`src/rtl/network_mac_requant_if.sv`:
```
// Product-in / activation-out stream bundle for network_mac_requant.
// The master side drives products, bias and out_tready. The slave side (the MAC) drives prod_tready and the output word.
interface network_mac_requant_if #(
  parameter int PROD_W = 30,
  parameter int OUT_W  = 16
);
  logic signed [PROD_W-1:0] prod_tdata;
  logic                     prod_tvalid;
  logic                     prod_tready;
  logic                     prod_tlast;
  logic signed [OUT_W-1:0]  bias;
  logic signed [OUT_W-1:0]  out_tdata;
  logic                     out_tvalid;
  logic                     out_tready;
  logic [1:0]               out_tuser;

  modport master (
    output prod_tdata, prod_tvalid, prod_tlast, bias, out_tready,
    input  prod_tready, out_tdata, out_tvalid, out_tuser
  );

  modport slave (
    input  prod_tdata, prod_tvalid, prod_tlast, bias, out_tready,
    output prod_tready, out_tdata, out_tvalid, out_tuser
  );
endinterface

```
`src/rtl/network_mac_requant.sv`:
```
// Bias-seeded product accumulator with round / shift / saturate requantization to 16-bit activations.
// Defining NETWORK_MAC_REQUANT_RELU_EN clamps negative results to zero after saturation.
module network_mac_requant #(
  parameter int PROD_W     = 30,
  parameter int ACC_W      = 42,
  parameter int OUT_W      = 16,
  parameter int FRAC_SHIFT = 13,
  parameter int MAX_TERMS  = 1024,
  parameter int CNT_W      = 11
) (
  input logic                  ap_clk,
  input logic                  ap_rst,
  network_mac_requant_if.slave bus
);

  localparam logic signed [ACC_W-1:0] HALF    = {{(ACC_W-1){1'b0}}, 1'b1} << (FRAC_SHIFT-1);
  localparam logic signed [ACC_W-1:0] OUT_MAX = {{(ACC_W-OUT_W+1){1'b0}}, {(OUT_W-1){1'b1}}};
  localparam logic signed [ACC_W-1:0] OUT_MIN = {{(ACC_W-OUT_W+1){1'b1}}, {(OUT_W-1){1'b0}}};
  localparam logic [CNT_W-1:0]        LAST_BEAT = CNT_W'(MAX_TERMS-1);

  function automatic logic signed [ACC_W-1:0] round_shift(input logic signed [ACC_W-1:0] a);
    return (a + HALF) >>> FRAC_SHIFT;
  endfunction

  function automatic logic sat_flag(input logic signed [ACC_W-1:0] r);
    return (r > OUT_MAX) || (r < OUT_MIN);
  endfunction

  function automatic logic signed [OUT_W-1:0] sat_val(input logic signed [ACC_W-1:0] r);
    if (r > OUT_MAX)      return OUT_MAX[OUT_W-1:0];
    else if (r < OUT_MIN) return OUT_MIN[OUT_W-1:0];
    else                  return r[OUT_W-1:0];
  endfunction

  function automatic logic signed [OUT_W-1:0] relu(input logic signed [OUT_W-1:0] v);
`ifdef NETWORK_MAC_REQUANT_RELU_EN
    return v[OUT_W-1] ? '0 : v;
`else
    return v;
`endif
  endfunction

  logic signed [ACC_W-1:0] acc_p0;
  logic                    first_p0;
  logic [CNT_W-1:0]        cnt_p0;
  logic signed [OUT_W-1:0] out_data_p1;
  logic [1:0]              out_user_p1;
  logic                    vld_p1;

  logic                    tready;
  logic                    accept;
  logic                    terminal;
  logic signed [ACC_W-1:0] bias_ext;
  logic signed [ACC_W-1:0] prod_ext;
  logic signed [ACC_W-1:0] acc_next;
  logic signed [ACC_W-1:0] rnd;
  logic signed [OUT_W-1:0] res;
  logic                    sat;

  // Only a held, untaken result stalls the input; prod_tvalid never feeds back here.
  assign tready          = !(vld_p1 && !bus.out_tready);
  assign accept          = bus.prod_tvalid && tready;
  assign bus.prod_tready = tready;
  assign bus.out_tdata   = out_data_p1;
  assign bus.out_tuser   = out_user_p1;
  assign bus.out_tvalid  = vld_p1;

  always_comb begin
    bias_ext = {{(ACC_W-OUT_W){bus.bias[OUT_W-1]}}, bus.bias};
    prod_ext = {{(ACC_W-PROD_W){bus.prod_tdata[PROD_W-1]}}, bus.prod_tdata};
    acc_next = (first_p0 ? (bias_ext <<< FRAC_SHIFT) : acc_p0) + prod_ext;
    terminal = bus.prod_tlast || (cnt_p0 == LAST_BEAT);
    rnd      = round_shift(acc_next);
    sat      = sat_flag(rnd);
    res      = relu(sat_val(rnd));
  end

  // p0: accumulate; p1: requantized output register with valid/ready hold
  always_ff @(posedge ap_clk) begin
    if (ap_rst) begin
      acc_p0      <= '0;
      first_p0    <= 1'b1;
      cnt_p0      <= '0;
      out_data_p1 <= '0;
      out_user_p1 <= '0;
      vld_p1      <= 1'b0;
    end else begin
      if (accept) begin
        if (terminal) begin
          acc_p0      <= '0;
          first_p0    <= 1'b1;
          cnt_p0      <= '0;
          out_data_p1 <= res;
          out_user_p1 <= {!bus.prod_tlast, sat};
        end else begin
          acc_p0   <= acc_next;
          first_p0 <= 1'b0;
          cnt_p0   <= cnt_p0 + CNT_W'(1);
        end
      end
      if (accept && terminal) vld_p1 <= 1'b1;
      else if (bus.out_tready) vld_p1 <= 1'b0;
    end
  end

endmodule

```
`src/flat_wrapper.sv`:
```
// flat-port wrapper written by rule: the top's interface ports become plain ports
module network_mac_requant_flat 
#(
  parameter int PROD_W     = 30,
  parameter int ACC_W      = 42,
  parameter int OUT_W      = 16,
  parameter int FRAC_SHIFT = 13,
  parameter int MAX_TERMS  = 1024,
  parameter int CNT_W      = 11
)
  (ap_clk, ap_rst, bus_prod_tdata, bus_prod_tvalid, bus_prod_tlast, bus_bias, bus_out_tready, bus_prod_tready, bus_out_tdata, bus_out_tvalid, bus_out_tuser);
  network_mac_requant_if #(.PROD_W(PROD_W), .OUT_W(OUT_W)) bus_i ();
  input logic ap_clk;
  input logic ap_rst;
  input wire logic [$bits(bus_i.prod_tdata)-1:0] bus_prod_tdata;
  input wire logic [$bits(bus_i.prod_tvalid)-1:0] bus_prod_tvalid;
  input wire logic [$bits(bus_i.prod_tlast)-1:0] bus_prod_tlast;
  input wire logic [$bits(bus_i.bias)-1:0] bus_bias;
  input wire logic [$bits(bus_i.out_tready)-1:0] bus_out_tready;
  output wire logic [$bits(bus_i.prod_tready)-1:0] bus_prod_tready;
  output wire logic [$bits(bus_i.out_tdata)-1:0] bus_out_tdata;
  output wire logic [$bits(bus_i.out_tvalid)-1:0] bus_out_tvalid;
  output wire logic [$bits(bus_i.out_tuser)-1:0] bus_out_tuser;
  assign bus_i.prod_tdata = bus_prod_tdata;
  assign bus_i.prod_tvalid = bus_prod_tvalid;
  assign bus_i.prod_tlast = bus_prod_tlast;
  assign bus_i.bias = bus_bias;
  assign bus_i.out_tready = bus_out_tready;
  assign bus_prod_tready = bus_i.prod_tready;
  assign bus_out_tdata = bus_i.out_tdata;
  assign bus_out_tvalid = bus_i.out_tvalid;
  assign bus_out_tuser = bus_i.out_tuser;
  network_mac_requant #(.PROD_W(PROD_W), .ACC_W(ACC_W), .OUT_W(OUT_W), .FRAC_SHIFT(FRAC_SHIFT), .MAX_TERMS(MAX_TERMS), .CNT_W(CNT_W)) u_core (.ap_clk(ap_clk), .ap_rst(ap_rst), .bus(bus_i));
endmodule
```
`config.mk`:
```
export PLATFORM = sky130hd
export DESIGN_NAME = network_mac_requant_flat
export DESIGN_NICKNAME = d
export VERILOG_FILES = /design/src/rtl/network_mac_requant_if.sv /design/src/rtl/network_mac_requant.sv /design/src/flat_wrapper.sv
export SDC_FILE = /design/constraint.sdc
export NUM_CORES = 1
export LEC_CHECK = 0
export CAP_MARGIN = 0
export CORE_MARGIN = 1
export CORE_UTILIZATION = 59
export CTS_CLUSTER_DIAMETER = 50
export DETAILED_ROUTE_END_ITERATION = 6
export GPL_ROUTABILITY_DRIVEN = 0
export PLACE_DENSITY = 0.89
export SLEW_MARGIN = 10
export SYNTH_ARGS = -nofsm -noshare
export SYNTH_HDL_FRONTEND = slang
export SYNTH_SLANG_ARGS = --single-unit
```
`constraint.sdc`:
```
create_clock -name ap_clk -period 5.9 [get_ports ap_clk]
set_input_delay 1.475 -clock ap_clk [delete_from_list [all_inputs] [get_ports ap_clk]]
set_output_delay 1.475 -clock ap_clk [all_outputs]
set_load 0.02 [all_outputs]
```
# Yosys cells after proc, flatten, opt, wreduce, memory -nomap -nowiden
# Cells that the tools add are included.
[totals] word_cells=30 reg_bits=73
[classes] n_lt_le_gt_ge=2 n_reduce_logical=10 addsub=3 eq_ne=1 muxes=8
[ops] cell="$mux W42" count=2
[ops] cell="$add A42 B14 Y42 const B" count=1
[ops] cell="$add A42 B30 Y42" count=1
[ops] cell="$mux W16" count=2
[ops] cell="$gt A29 B16 Y1 const B" count=1
[ops] cell="$lt A29 B16 Y1 const B" count=1
[ops] cell="$add A11 B1 Y11 const B" count=1
[ops] cell="$eq A11 B10 Y1 const B" count=1
[ops] cell="$mux W11" count=1
[ops] cell="$logic_and A1 B1 Y1" count=3
[ops] cell="$logic_not A1 Y1" count=3
[ops] cell="$mux W1" count=3
[ops] cell="$logic_or A1 B1 Y1" count=2
[ops] cell="$reduce_and A2 Y1" count=1
[ops] cell="$reduce_bool A2 Y1" count=1

# Depth between registers and ports, before layout
# Gate-level depths: netlist of run 1.
[depth] word_depth=6 mapped_depth=21 depth_no_buf=17

# Worst setup path before layout of run 1
# Ideal clock, no wire load.
[synth_path] kind="input -> register" start="input bus_bias[1]" end="register u_core.out_data_p1[3] (netlist: u_core.bus.out_tdata[3])" arrival_time_ns=5.077 setup_time_ns=0.127 setup_slack_ns=0.696 cell_stages=16 n_path_buf=2 required_time_ns=5.773 cell_sequence="mux2_2 ha_1 buf_2 a21oi_1 o21ai_0 a21oi_1 o21ai_1 xor2_1 nand4_1 nor4_1 nand4_1 a211oi_1 o2111ai_1 o31ai_4 buf_6 o22ai_1"
[synth_between] elab_chain_len=6 elab_cells_between_ends=7 classes_between="add/sub (2); order compare (2); mux (3)"
[synth_rtl] element="start: declaration" line="flat_wrapper.sv:18" rtl="input wire logic [$bits(bus_i.bias)-1:0] bus_bias;"
[synth_rtl] element="$mux W42 *" line="network_mac_requant.sv:71" rtl="acc_next = (first_p0 ? (bias_ext <<< FRAC_SHIFT) : acc_p0) + prod_ext;"
[synth_rtl] element="$add A42 B30 Y42 *" line="network_mac_requant.sv:71"
[synth_rtl] element="$add A42 B14 Y42 *" line="network_mac_requant.sv:22" rtl="return (a + HALF) >>> FRAC_SHIFT;"
[synth_rtl] element="$lt A29 B16 Y1" line="network_mac_requant.sv:31" rtl="else if (r < OUT_MIN) return OUT_MIN[OUT_W-1:0];"
[synth_rtl] element="$mux W16" line="network_mac_requant.sv:31"
[synth_rtl] element="$mux W16 *" line="network_mac_requant.sv:30" rtl="if (r > OUT_MAX) return OUT_MAX[OUT_W-1:0];"
[synth_rtl] element="end signal: assignment" line="network_mac_requant.sv:93" rtl="out_data_p1 <= res;"
[synth_rtl] element="end: declaration" line="network_mac_requant.sv:46" rtl="logic signed [OUT_W-1:0] out_data_p1;"
# Every way passes the cells marked *; elsewhere a longest branch is shown, timed or not.
# A chain may end at the register's enable or synchronous reset.

# Final worst setup path of run 1
[layout_path] start="input bus_bias[0]" end="register u_core.out_data_p1[1] (netlist: u_core.bus.out_tdata[1])"
# Same word-level chain as after synthesis.

==> summary.txt, run 1 <==
Worst Setup SP -> bus_bias[0]
Pleak -> 3.209 nW
CTS root buf -> clkbuf_16
reg2reg path depth -> 17
WHS -> 0.4981 ns
Hold Crit Class -> reg -> reg
yosys warns -> 0
# clock sinks -> 73
antenna diode count -> 0
vias per inst -> 6.728
Max clock buf depth -> 2
outcome -> finished, final reports clean
first-pass GRT wire length -> 35620 um
worst reg2reg startpoint -> u_core.first_p0
CP Max Fanout -> 15
Initial DRT Pass Iterations -> 6
Syn Inst Count -> 916
Critical Path AT -> 5.92 ns
Top Layer Used -> met4
Worst VDD drop -> 0.0002992 V
DR WL met3 -> 2557 um
Setup CP Type -> in -> reg
Worst-path clk slew -> 0.05 ns
CTS Buf Count -> 9
Avg WL per Cell -> 19.24 um
met2 wire len -> 9821 um
Post-Syn Area -> 0.006964 mm2
Clock Skew -> 0.009882 ns
wl on met1 -> 8981 um
Syn Area/Cell -> 7.603 um2
layout cell share with drive strength beyond 1 -> 15.10%
most frequent cells in the layout -> nor2_1, a21oi_1, dfxtp_1
Die Height -> 110.6 um
dpl hpwl -> 16330 um
Power Density -> 259.0 mW/mm2
Congestion Overflow GR -> 0
post-route insts no fill -> 1163
Post-CTS Hold Buffers -> 0
synth unique cells -> 86
ys async rst share -> 0%
most common cell after layout, fill and taps aside -> nor2_1
synth-to-layout area growth -> 22.31%
core area -> 0.01147 mm2
Slew Limit Fails -> 0
Pwr Total -> 2.206 mW
Top FF cell, synth -> dfxtp_1
Placed Cells -> 1148
Period minus WS final -> 5.704 ns
Final ANT Viol Nets -> 0
drt total wl -> 22370 um
# DRC -> 0
initial antenna violation count -> 0
H-tree level count -> 3
Logic pwr share -> 44.1%
Achievable Freq -> 175.3 MHz
final design utilization -> 74.28%
Final setup viols -> 0
TNS Setup -> 0 ns
max-cap viol count -> 0
drt initial violations -> 881
Layout Nets -> 1111
initial core utilization -> 60.73%
register area share after synthesis -> 20.98%
slew margin rel. -> 33.02%
Setup crit end kind -> flop
Final Cell Area -> 0.008518 mm2
chip width -> 110.6 um
DP Area -> 0.008138 mm2
RSZ-0062 raised after global routing -> no
clock power share -> 30.8%
fin crit share -> 96.69%
largest net degree at the start of global routing -> 54
Worst-Skew Late Latency -> 0.35 ns
Seq cells post-synth -> 73
Int Pwr -> 1.388 mW
Worst setup SP type -> input pin
number of enable flip-flop cells after synthesis -> 0
worst path required time -> 6.11 ns
vias in the first global route -> 7362
Net Sw Power -> 818.5 uW
die area -> 0.01224 mm2
# rows -> 39
CTS tree -> yes
Sw Ratio -> 37.10%
GRT Util Overall -> 35.70%
port bufs -> 70
worst hold path depth -> 2
Top-Level Pins -> 71
Fin. Hold Viols -> 0
Final WS setup -> 0.1955 ns
Post-Place Worst Slack -> -0.04363 ns
HP Start -> u_core.acc_p0[26]
Reg power frac -> 25.1%
routed via count -> 7825
net count after synthesis -> 1011
Worst Tran Pin Value -> 1.005 ns
-- layout make-up --
type | count | area [um2]
clock inverters | 5 | 128.9
fillers | 827 | 2949
inverters | 34 | 127.6
multi-input cells | 762 | 5176
well taps | 143 | 178.9
repair buffers | 136 | 1216
flip-flops and latches | 73 | 1461
clock buffers | 10 | 229.0
-- routing by layer --
| metal | vias to the layer above | global-route usage (%) |
|---|---|---|
| li1 | 3618 | - |
| met1 | 3582 | 45.03 |
| met2 | 523 | 57.18 |
| met3 | 102 | 8.782 |
| met4 | 0 | 16.44 |
| met5 | - | 0 |
-- path summary, 6_finish.rpt --
kind | endpoint | slack [ns]
max | u_core.bus.out_tdata[1] | 0.20
min reg2reg | u_core.acc_p0[26] | 0.50
min | u_core.acc_p0[26] | 0.50
max reg2reg | u_core.bus.out_tdata[1] | 0.85
-- sequential cells by signal (all words and copies together), names as in the netlist --
signal and count:
u_core.bus.out_tdata 16, u_core.acc_p0 42, u_core.bus.out_tuser 2, u_core.first_p0 1, u_core.bus.out_tvalid 1, u_core.cnt_p0 11
-- synthesized netlist by cell type (21+ instances only) --
cell type    n  area share [%]
a21oi_1     74             5.3
a22oi_1     36             3.9
clkbuf_1    26             1.4
dfxtp_1     73              21
ha_1        43             7.7
inv_1       34             1.8
nand2_1     68             3.7
nand3_1     27             1.9
nand4_1     24             2.2
nor2_1     107             5.8
nor2b_1     21             1.9
nor3_1      26             1.9
o21ai_0     41             2.9
xnor2_1     28             3.5
xor2_1      31             3.9
-- cell families after synthesis --
family          synth area share [%]
simple gates                   26.14
compound gates                 29.48
buf+inv                        5.084
flops                          20.98
xor+xnor                       7.420
fa+ha+maj                      8.013
mux                            2.875
-- power groups by stage --
stage	Sequential, mW	Combinational, mW	Clock, mW
3_3_place_gp	0.559	0.905	0
6_report	0.553	0.974	0.680
5_1_grt	0.555	1.03	0.696
4_1_cts	0.551	0.939	0.676
3_5_place_dp	0.561	0.925	0
2_1_floorplan	0.575	0.579	0
-- what timing repair did --
item                       4_1_cts  5_1_grt
hold endpoints to repair         0        0
setup endpoints to repair        0       16
gates resized for setup          0        6
buffers inserted                 0        0
-- critical path, cell delays in order --
cell             delay [ns]
clkdlybuf4s50_1        0.43
mux2_2                 0.28
ha_1                   0.47
and3_1                 0.29
nor3b_2                0.20
o21ai_2                0.13
a32oi_1                0.25
xor2_1                 0.28
nand4_1                0.27
nor3_2                 0.44
nand4_1                0.19
nor4bb_1               0.45
o22ai_1                0.21
o31ai_4                0.24
buf_12                 0.18
o22ai_1                0.11
Power figures use the tool's default switching activity.
==> run 2, diff against run 1 <==
CAP_MARGIN = default   (was 0)
==> results of run 2 <==
Final layout, timing and power as in run 1 (identical DEF).
